===== src/rtl/key_debounce.sv =====
// rtl/key_debounce.sv - per-key synchronizer, stable-time debounce, press/release pulses and press encoder
module key_debounce #(
    parameter int NUM_KEYS        = 4,
    parameter int DEBOUNCE_CYCLES = 500000,
    parameter int CNT_W           = 20
) (
    input  logic                clk,
    input  logic                rst,
    input  logic [NUM_KEYS-1:0] key_raw,
    output logic [NUM_KEYS-1:0] key_out,
    output logic [NUM_KEYS-1:0] key_press,
    output logic [NUM_KEYS-1:0] key_release,
    output logic                key_valid,
    output logic [1:0]          key_code
);

    localparam logic [CNT_W-1:0] CNT_MAX = CNT_W'(DEBOUNCE_CYCLES - 1);

    logic [NUM_KEYS-1:0] sync1;
    logic [NUM_KEYS-1:0] sync2;
    logic [CNT_W-1:0]    cnt      [NUM_KEYS];
    logic [CNT_W-1:0]    cnt_next [NUM_KEYS];
    logic [NUM_KEYS-1:0] out_next;
    logic [NUM_KEYS-1:0] press_next;
    logic [NUM_KEYS-1:0] release_next;
    logic                valid_next;
    logic [1:0]          code_next;

    // Released state is all ones on the synchronizer so a held key after reset is re-debounced.
    always_ff @(posedge clk or posedge rst) begin
        if (rst) begin
            sync1 <= '1;
            sync2 <= '1;
        end else begin
            sync1 <= key_raw;
            sync2 <= sync1;
        end
    end

    // Any sample matching the current level clears the window, so only an unbroken run commits.
    always_comb begin
        out_next     = key_out;
        press_next   = '0;
        release_next = '0;
        for (int i = 0; i < NUM_KEYS; i++) begin
            cnt_next[i] = '0;
            if (sync2[i] != key_out[i]) begin
                if (cnt[i] == CNT_MAX) begin
                    out_next[i]     = sync2[i];
                    press_next[i]   = ~sync2[i];
                    release_next[i] = sync2[i];
                end else begin
                    cnt_next[i] = cnt[i] + CNT_W'(1);
                end
            end
        end
    end

    // Walk downward so the lowest pressed index wins; code holds when nothing is pressed.
    always_comb begin
        valid_next = |press_next;
        code_next  = key_code;
        for (int i = NUM_KEYS - 1; i >= 0; i--) begin
            if (press_next[i]) begin
                code_next = 2'(i);
            end
        end
    end

    always_ff @(posedge clk or posedge rst) begin
        if (rst) begin
            key_out     <= '1;
            key_press   <= '0;
            key_release <= '0;
            key_valid   <= 1'b0;
            key_code    <= 2'd0;
            for (int i = 0; i < NUM_KEYS; i++) begin
                cnt[i] <= '0;
            end
        end else begin
            key_out     <= out_next;
            key_press   <= press_next;
            key_release <= release_next;
            key_valid   <= valid_next;
            key_code    <= code_next;
            for (int i = 0; i < NUM_KEYS; i++) begin
                cnt[i] <= cnt_next[i];
            end
        end
    end

endmodule

===== config.mk =====
export PLATFORM = sky130hd
export DESIGN_NAME = key_debounce
export DESIGN_NICKNAME = d
export VERILOG_FILES = /design/src/rtl/key_debounce.sv
export SDC_FILE = /design/constraint.sdc
export NUM_CORES = 1
export LEC_CHECK = 0
export ABC_AREA = 1
export CORE_MARGIN = 10
export CORE_UTILIZATION = 51
export CTS_CLUSTER_DIAMETER = 30
export DETAILED_ROUTE_END_ITERATION = 10
export PLACE_DENSITY = 0.7
export SLEW_MARGIN = 15
export SYNTH_ARGS = -nofsm -noshare
export SYNTH_HDL_FRONTEND = slang
export SYNTH_SLANG_ARGS = --single-unit

===== constraint.sdc =====
create_clock -name clk -period 3.15 [get_ports clk]
set_clock_uncertainty 0.2 [all_clocks]
set_input_delay 0.315 -clock clk [delete_from_list [all_inputs] [get_ports clk]]
set_output_delay 0.315 -clock clk [all_outputs]
set_load 0.01 [all_outputs]

After elaboration in Yosys (flattened, before gate mapping)
Index checks and enable logic that the tools add are counted.
- add/subtract/negate cells: 4
- equality and inequality tests: 8
- multiplexer cells: 28
- bitwise operators: 4
- reduce and logical (&&, ||, !) cells: 6
- operator list (kind ; number):
    $mux 20 ; 8
    $add 20x1->20 const B ; 4
    $eq 20x19->1 const B ; 4
    $mux 1 ; 16
    $mux 2 ; 4
    $reduce_and 2->1 ; 4
    $ne 1x1->1 ; 4
    $not 1->1 ; 4
    $reduce_bool 4->1 ; 1
    $reduce_or 4->1 ; 1
- register bits after elaboration: 103
- input bits: 6
- logic and storage cells: 64

Longest topological paths before layout
Gate-level depths: netlist of run 1.
- word-level depth: 7
- gate-level depth with buffers: 10

Worst setup path before layout of run 1
Ideal clock, no wire load.
- path kind: register -> register
- start: reg key_out[3]
- end: reg cnt[13] (netlist name)
- arrival time: 1.337 ns
- required time: 2.823 ns
- slack: 1.486 ns
- stages on the path, launching flop included: 7
- buffers on the path: 1
- path through: dfstp_2 > nor2_1 > nor2_1 > inv_1 > nand2_1 > buf_4 > nor3_1
- RTL lines (item ; RTL line ; RTL):
    start, declared ; 10 ; output logic [NUM_KEYS-1:0] key_out,
    start signal, assigned ; 81 ; key_out <= out_next;
    end signal, assigned by index ; 87 ; cnt[i] <= cnt_next[i];
    end, declared ; 21 ; logic [CNT_W-1:0] cnt [NUM_KEYS];

==> run summary, run 1 <==
Max-slew headroom = 0.521
I/O pin count = 21
CP max stage cell = dfstp_2
worst slew pin tran = 0.716 ns
worst hold slack = 0.130 ns
Final Power = 2160 uW
sequential area share after synthesis = 0.504
Distinct cells, synth = 37
initial core utilization = 0.524
fin crit share = 0.662
Final setup viols = 0
H-tree Lvls = 3
Hold WC Path Type = input pin to async pin
cell area after synthesis = 5140 sq um
path type of the worst setup path = register to register
gr usage total = 0.140
row count = 36
worst path bufs/invs = 1
Critical Path Sink Type = register
unrepaired setup endpoints after global routing = false
outcome = finished clean
total number of vias = 3,888
clk_lat worst skew = 0.36 ns
CTS tree = yes
grt ovf = 0
area occupied by multi-input gates = 2240 sq um
initial antenna violation count = 0
pin count of the biggest net entering global routing = 55
vias in the first global route = 3,962
Pleak = 0.00244 uW
flops & latches, synth = 103
Layout Nets = 647
DIE AREA = 14,500 sq um
CP required = 3.20 ns
commonest non-fill, non-tap cells in the layout = 122 x nor2_1, 100 x nand2_1, 91 x dfrtp_1
Sequential Area = 2590 sq um
initial drt markers = 242
Core Area = 9820 sq um
Final Hold Vio Count = 0
max capacitance violation total = 0
Crit path max-delay family = simple AND/OR/NAND/NOR gates
post-route cell area = 5690 sq um
commonest non-fill, non-tap cell in the layout = nor2_1
Synth-to-Final Area Change = 10.7%
Die W = 120 microns
Syn Nets = 615
vias per cell = 5.02
CP arrival = 2.13 ns
placer's final routability congestion estimate = 0.908
Synth Instances = 605
post-synthesis async set-or-reset flop share = 1.00
routed length per instance = 12.2 microns
Worst-path clk slew = 0.09 ns
total wire length = 9450 microns
ys flop type = dfrtp_1
Num CTS Buffers = 9
global-route wire length before repair = 17,200 microns
fin crit period = 2.09 ns
clock root cell = clkbuf_8
share of cells above drive strength 1 = 0.128
Pwr Density = 379 nW/um^2
crit-path cells = nor2_1, nor2_1, inv_1, nand2_1, o21bai_1, a21oi_1
CTS sink cnt = 103
antenna fix cells = 0
CP startpoint kind = register
worst vdd ir = 0.301 mV
post_cts resized = 0
fillers = 921
Post-CTS Repair Setup Buffers = 0
Die Y = 120 microns
Max stage delay on crit path = 0.56 ns
clock buffer depth = 2
Post-synth EDFFs = 0
Final ANT Viol Nets = 0
Placement Cell Area = 5530 sq um
DR pass1 iterations = 5
Slew Limit Fails = 0
mean area per synthesized cell = 8.50 sq um
dpl hpwl = 7000 microns
fmax = 479 MHz
Post-CTS Hold Fix Bufs = 0
Synth Warn # = 0
Finished Core Util = 0.580
cell mode on critical path = nor2_1
# DRC = 0
TNS Setup = 0 ns
IO Port Bufs = 20
crit-path max FO = 11
cells in the mapped netlist (4+ instances only):
| master | n | share of area |
|---|---|---|
| a21oi_1 | 21 | 0.020 |
| dfrtp_1 | 91 | 0.44 |
| dfstp_2 | 12 | 0.061 |
| ha_1 | 4 | 0.0097 |
| inv_1 | 75 | 0.055 |
| inv_2 | 4 | 0.0029 |
| nand2_1 | 100 | 0.073 |
| nand2_2 | 7 | 0.0085 |
| nand3_1 | 21 | 0.020 |
| nand3_2 | 8 | 0.016 |
| nand4_1 | 13 | 0.016 |
| nor2_1 | 122 | 0.089 |
| nor2_2 | 14 | 0.017 |
| nor2_4 | 9 | 0.020 |
| nor3_1 | 23 | 0.022 |
| nor3b_1 | 10 | 0.015 |
| nor4_1 | 4 | 0.0049 |
| o21ai_0 | 10 | 0.0097 |
| o21ai_1 | 7 | 0.0068 |
| xnor2_1 | 9 | 0.015 |
| xor2_1 | 17 | 0.029 |
path summary, 6_finish.rpt:
kind                       startpoint       end  slack [ns]  depth (start not counted)
setup / recovery           key_out[3]   cnt[16]        1.06                          6
min in group clk           key_raw[2]  sync1[2]        0.15                          1
setup reg to reg           key_out[3]   cnt[16]        1.06                          6
hold / removal                    rst   cnt[18]        0.13                          2
hold reg to reg              sync1[0]  sync2[0]        0.16                          0
max in group asynchronous         rst  sync2[2]        1.87                          3
where the power goes:
part | internal [uW] | total (uW) | leakage [uW] | switching [uW]
logic | 24.8 | 84.7 | 0.000974 | 59.9
clock network | 307 | 721 | 0.0000768 | 414
registers | 1340 | 1350 | 0.00139 | 11.3
total | 1670 | 2160 | 0.00244 | 485
layer usage:
metal,up-vias,wire length [microns],GRT usage
met5,-,0,0
met4,0,127,0.0498
met3,12,360,0.0335
met2,64,4520,0.239
met1,1830,4440,0.170
li1,1982,-,-
cell type report:
cell class,count,share of cell area
Clock inverter,1,0.00132
Inverter,80,0.0534
Timing Repair Buffer,22,0.0400
Clock buffer,14,0.0268
Sequential cell,103,0.455
Multi-Input combinational cell,421,0.394
Tap cell,133,0.0292
through the flow:
step           instances  setup slack (ns)
3_5_place_dp         759              1.04
2_1_floorplan        605              1.41
6_report             774              1.06
5_1_grt              774             0.906
4_1_cts              774              1.05
3_3_place_gp         759              1.14
worst reg2reg max path, stage by stage (launching register included):
cell,delay [ns]
dfstp_2,0.56
nor2_1,0.05
nor2_1,0.48
inv_1,0.12
nand2_1,0.34
o21bai_1,0.17
a21oi_1,0.05
sequential cells by signal, indices dropped and copies added (netlist names):
| register | flops |
|---|---|
| cnt | 80 |
| key_code | 2 |
| key_out | 4 |
| key_press | 4 |
| key_release | 4 |
| key_valid | 1 |
| sync1 | 4 |
| sync2 | 4 |
cells by family after synthesis:
family,synth area share
AND/OR/NAND/NOR,0.330
buffers and inverters,0.0599
adder cells (fa/ha/maj),0.00973
AO/OA/AOI/OAI,0.0521
XOR/XNOR,0.0443
flip-flops,0.504
Note: power is estimated with default switching activity, not from simulation.
==> run 2, diff against run 1 <==
==> constraint.sdc (replaced) <==
create_clock -name clk -period 1.9 [get_ports clk]
set_clock_uncertainty 0.2 [all_clocks]
set_input_delay 0.19 -clock clk [delete_from_list [all_inputs] [get_ports clk]]
set_output_delay 0.19 -clock clk [all_outputs]
set_load 0.01 [all_outputs]
==> run summary, run 2 (synthesized netlist as in run 1, its figures left out) <==
Die Y = 120 microns
initial antenna violation count = 0
commonest non-fill, non-tap cell in the layout = nor2_1
RR Endpoint = cnt[38]
Num CTS Buffers = 9
CP Launch Point = cnt[20]
top sig layer = met4
row count = 36
clk_lat worst skew = 0.37 ns
final worst setup slack = 0.0929 ns
routed length per instance = 12.7 microns
Hold WC Path Type = input pin to register
Pwr Density = 645 nW/um^2
antenna fix cells = 0
Finished Core Util = 0.606
max reg flops = 80
hold endpoint = sync1[2]
vias in the first global route = 3,959
CTS sink cnt = 103
I/O pin count = 21
commonest non-fill, non-tap cells in the layout = 120 x nor2_1, 96 x nand2_1, 91 x dfrtp_1
met2 wire length = 4860 microns
Core Area = 9820 sq um
Max-slew headroom = 0.671
Post-Layout Cell Count = 792
path type of the worst setup path = register to register
Critical Path Sink Type = register
grt ovf = 0
Hold Crit Depth = 1
fin crit share = 0.951
fin crit period = 1.81 ns
IO Port Bufs = 20
outcome = finished clean
Final ANT Viol Nets = 0
crit-path max FO = 7
Final Hold Vio Count = 0
dpl hpwl = 7140 microns
CP startpoint kind = register
pin count of the biggest net entering global routing = 86
CP required = 1.95 ns
Die W = 120 microns
Reg with most FFs = cnt
global-route wire length before repair = 17,800 microns
Worst R2R Start = cnt[20]
# DRC = 0
Pleak = 0.00261 uW
# placed instances = 766
Met1 Routed Length = 4650 microns
initial drt markers = 281
worst hold slack = 0.0142 ns
R2R cell count = 8
worst vdd ir = 0.563 mV
clock buffer depth = 2
Worst-path clk slew = 0.09 ns
total number of vias = 3,960
DIE AREA = 14,500 sq um
total wire length = 10,100 microns
fillers = 883
initial core utilization = 0.524
reg2reg setup slack = 0.09 ns
CTS tree = yes
vias per cell = 5.00
DR pass1 iterations = 4
max capacitance violation total = 0
H-tree Lvls = 3
Final setup viols = 0
CP arrival = 1.86 ns
clock root cell = clkbuf_8
Synth-to-Final Area Change = 15.8%
met3 wire len = 419 microns
Min-Delay Startpoint = key_raw[2]
gr usage total = 0.146
placer's final routability congestion estimate = 0.880
Slew Limit Fails = 0
pre-CTS WS = 0.0472 ns
Layout Nets = 664
TNS Setup = 0 ns
fmax = 553 MHz
worst slew pin tran = 0.493 ns
area occupied by multi-input gates = 2320 sq um
share of cells above drive strength 1 = 0.173
Sequential Area = 2590 sq um
## run 2: cell types whose count changed in the layout (fill, tap and decap cells not counted), sizes merged
cell	previous run	this run
buf	2	18
clkdlybuf4s50	20	16
dlygate4sd2	0	2
dlymetal6s2s	0	2
bufinv	0	1
dlygate4sd3	0	1
## run 2: area by class of cell
class                   instances  share of cell area
flip-flops and latches        103               0.435
multi-input cells             421               0.390
clock inverters                 2             0.00631
clock buffers                  14              0.0290
inverters                      80              0.0511
repair buffers                 39              0.0605
well taps                     133              0.0280
## run 2: power by group
| part | internal [uW] | switching, uW |
|---|---|---|
| Sequential | 2230 | 20.6 |
| Clock | 719 | 710 |
| Combinational | 57.4 | 105 |
| Total | 3000 | 835 |
## run 2: worst max-delay path by stage
stage,endpoint,depth (start not counted)
2_1_floorplan,cnt[13],6
3_3_place_gp,cnt[63],6
3_5_place_dp,cnt[43],8
4_1_cts,key_out[1],1
5_1_grt,cnt[38],8
6_report,cnt[38],8
## run 2: metal layers
metal	global-route usage	vias up
met5	0	-
li1	-	2020
met4	0.0445	0
met1	0.180	1846
met2	0.244	75
met3	0.0391	19
## run 2: worst max-delay path, cell delays in order (launching register included)
cell and delay [ns]:
dfrtp_1 0.38, ha_2 0.19, nand2_1 0.09, nor2_4 0.18, nand4_1 0.18, nor2_4 0.20, nor2_4 0.08, nand2_1 0.10
a21oi_1 0.08
## run 2: through the flow
step / power (uW) / area, sq um
3_5_place_dp: 2440 / 5590
3_3_place_gp: 2440 / 5590
2_1_floorplan: 2380 / 5150
6_report: 3840 / 5950
5_1_grt: 4000 / 5950
4_1_cts: 3890 / 5800
## run 2: timing repair
item | in CTS | in global routing
resized for setup | 2 | 22
setup endpoints to repair | 2 | 23
pin swaps | 0 | 11
hold buffers | 1 | 0
buffers inserted | 0 | 9
gates cloned | 0 | 0
endpoints found under the hold margin | 1 | 0
==> run 3, diff against run 2 <==
--- a/config.mk
+++ b/config.mk
@@ -6,11 +6,12 @@
 export NUM_CORES = 1
 export LEC_CHECK = 0
 export ABC_AREA = 1
-export CORE_MARGIN = 10
+export CORE_ASPECT_RATIO = 2
 export CORE_UTILIZATION = 51
 export CTS_CLUSTER_DIAMETER = 30
 export DETAILED_ROUTE_END_ITERATION = 10
 export PLACE_DENSITY = 0.7
+export SKIP_LAST_GASP = 1
 export SLEW_MARGIN = 15
 export SYNTH_ARGS = -nofsm -noshare
 export SYNTH_HDL_FRONTEND = slang
==> run summary, run 3 (synthesized netlist as in run 1, its figures left out) <==
# placed instances = 765
crit-path max FO = 4
Synth-to-Final Area Change = 14.7%
initial core utilization = 0.527
pin count of the biggest net entering global routing = 88
total number of vias = 3,971
CTS tree = yes
top sig layer = met4
initial antenna violation count = 0
Critical Path Sink Type = output pin
vias per cell = 5.08
worst slew pin tran = 0.457 ns
outcome = finished clean
gr usage total = 0.213
H-tree Lvls = 3
vias in the first global route = 3,961
Hold WC Path Type = input pin to register
placer's final routability congestion estimate = 0.896
DIE AREA = 10,500 sq um
initial drt markers = 194
worst vdd ir = 0.573 mV
Met1 Routed Length = 4010 microns
Die W = 73.0 microns
CP startpoint kind = register
Finished Core Util = 0.604
global-route wire length before repair = 17,100 microns
max capacitance violation total = 0
met3 wire len = 259 microns
grt ovf = 0
clock buffer depth = 2
dpl hpwl = 7460 microns
# DRC = 0
Pwr Density = 699 nW/um^2
fin crit share = 0.973
Pleak = 0.00255 uW
CTS sink cnt = 103
unrepaired setup endpoints after global routing = true
CP required = 1.51 ns
DR pass1 iterations = 4
clk_lat worst skew = 0.35 ns
routed length per instance = 13.0 microns
Num CTS Buffers = 9
row count = 51
commonest non-fill, non-tap cells in the layout = 122 x nor2_1, 100 x nand2_1, 91 x dfrtp_1
CP arrival = 1.46 ns
Post-CTS Hold Fix Bufs = 0
total wire length = 10,100 microns
worst path bufs/invs = 1
Core Area = 9760 sq um
Final ANT Viol Nets = 0
fin crit period = 1.85 ns
TNS Setup = 0 ns
I/O pin count = 21
path type of the worst setup path = register to output pin
antenna fix cells = 0
Post-Layout Cell Count = 782
clock root cell = clkbuf_16
Die Y = 144 microns
fmax = 541 MHz
crit-path cells = clkdlybuf4s50_1
Slew Limit Fails = 0
share of cells above drive strength 1 = 0.146
Crit path max-delay family = buffers and inverters
IO Port Bufs = 20
max reg flops = 80
Layout Nets = 655
Max stage delay on crit path = 0.57 ns
Reg with most FFs = cnt
Worst-path clk slew = 0.07 ns
commonest non-fill, non-tap cell in the layout = nor2_1
CP max stage cell = clkdlybuf4s50_1
worst hold slack = 0.0397 ns
Max-slew headroom = 0.695
Final Hold Vio Count = 0
Final setup viols = 0
met2 wire length = 5530 microns
-- run 3: cell types whose count changed in the layout (fill, tap and decap cells not counted), sizes merged --
cell and delta:
dlymetal6s2s -2, clkdlybuf4s50 +4, bufinv -1, buf -8, clkinv +2, dlygate4sd2 -2
inv +1, dlygate4sd3 -1, clkbuf -5, clkinvlp +3
-- run 3: final cells by class --
type / count / area (sq um)
inverters: 80 / 304
multi-input cells: 421 / 2260
clock buffers: 9 / 225
fillers: 845 / 3870
flip-flops and latches: 103 / 2590
well taps: 132 / 165
repair buffers: 30 / 300
clock inverters: 7 / 48.8
-- run 3: path summary, 6_finish.rpt --
kind,start,endpoint,slack (ns),cells past startpoint
setup / recovery,key_out[0],key_out[0],0.05,1
hold / removal,key_raw[1],sync1[1],0.04,1
setup reg to reg,cnt[40],key_code[1],0.10,9
hold reg to reg,sync1[0],sync2[0],0.16,0
max in group asynchronous,rst,key_out[0],0.99,3
min in group asynchronous,rst,cnt[68],0.05,3
-- run 3: where the power goes --
part | internal, uW | switching [uW] | total, uW
registers | 2230 | 20.4 | 2250
clock network | 888 | 831 | 1720
logic | 50.5 | 102 | 153
total | 3170 | 954 | 4120
-- run 3: what timing repair did --
action / CTS / global route
setup buffers: 0 / 1
setup endpoints to repair: 0 / 7
gates resized for setup: 0 / 3
-- run 3: stage by stage --
stage | power (uW) | area, sq um | setup slack (ns)
global placement | 2440 | 5580 | 0.163
finish | 4120 | 5900 | 0.0512
detailed placement | 2440 | 5580 | 0.0970
global route | 4280 | 5900 | -0.0404
CTS | 4160 | 5860 | 0.0420
floorplan | 2380 | 5150 | 0.236
-- run 3: metal layers --
metal	GRT usage	up-vias
li1	-	2002
met1	0.222	1868
met2	0.391	74
met3	0.0432	27
met4	0.108	0
met5	0	-
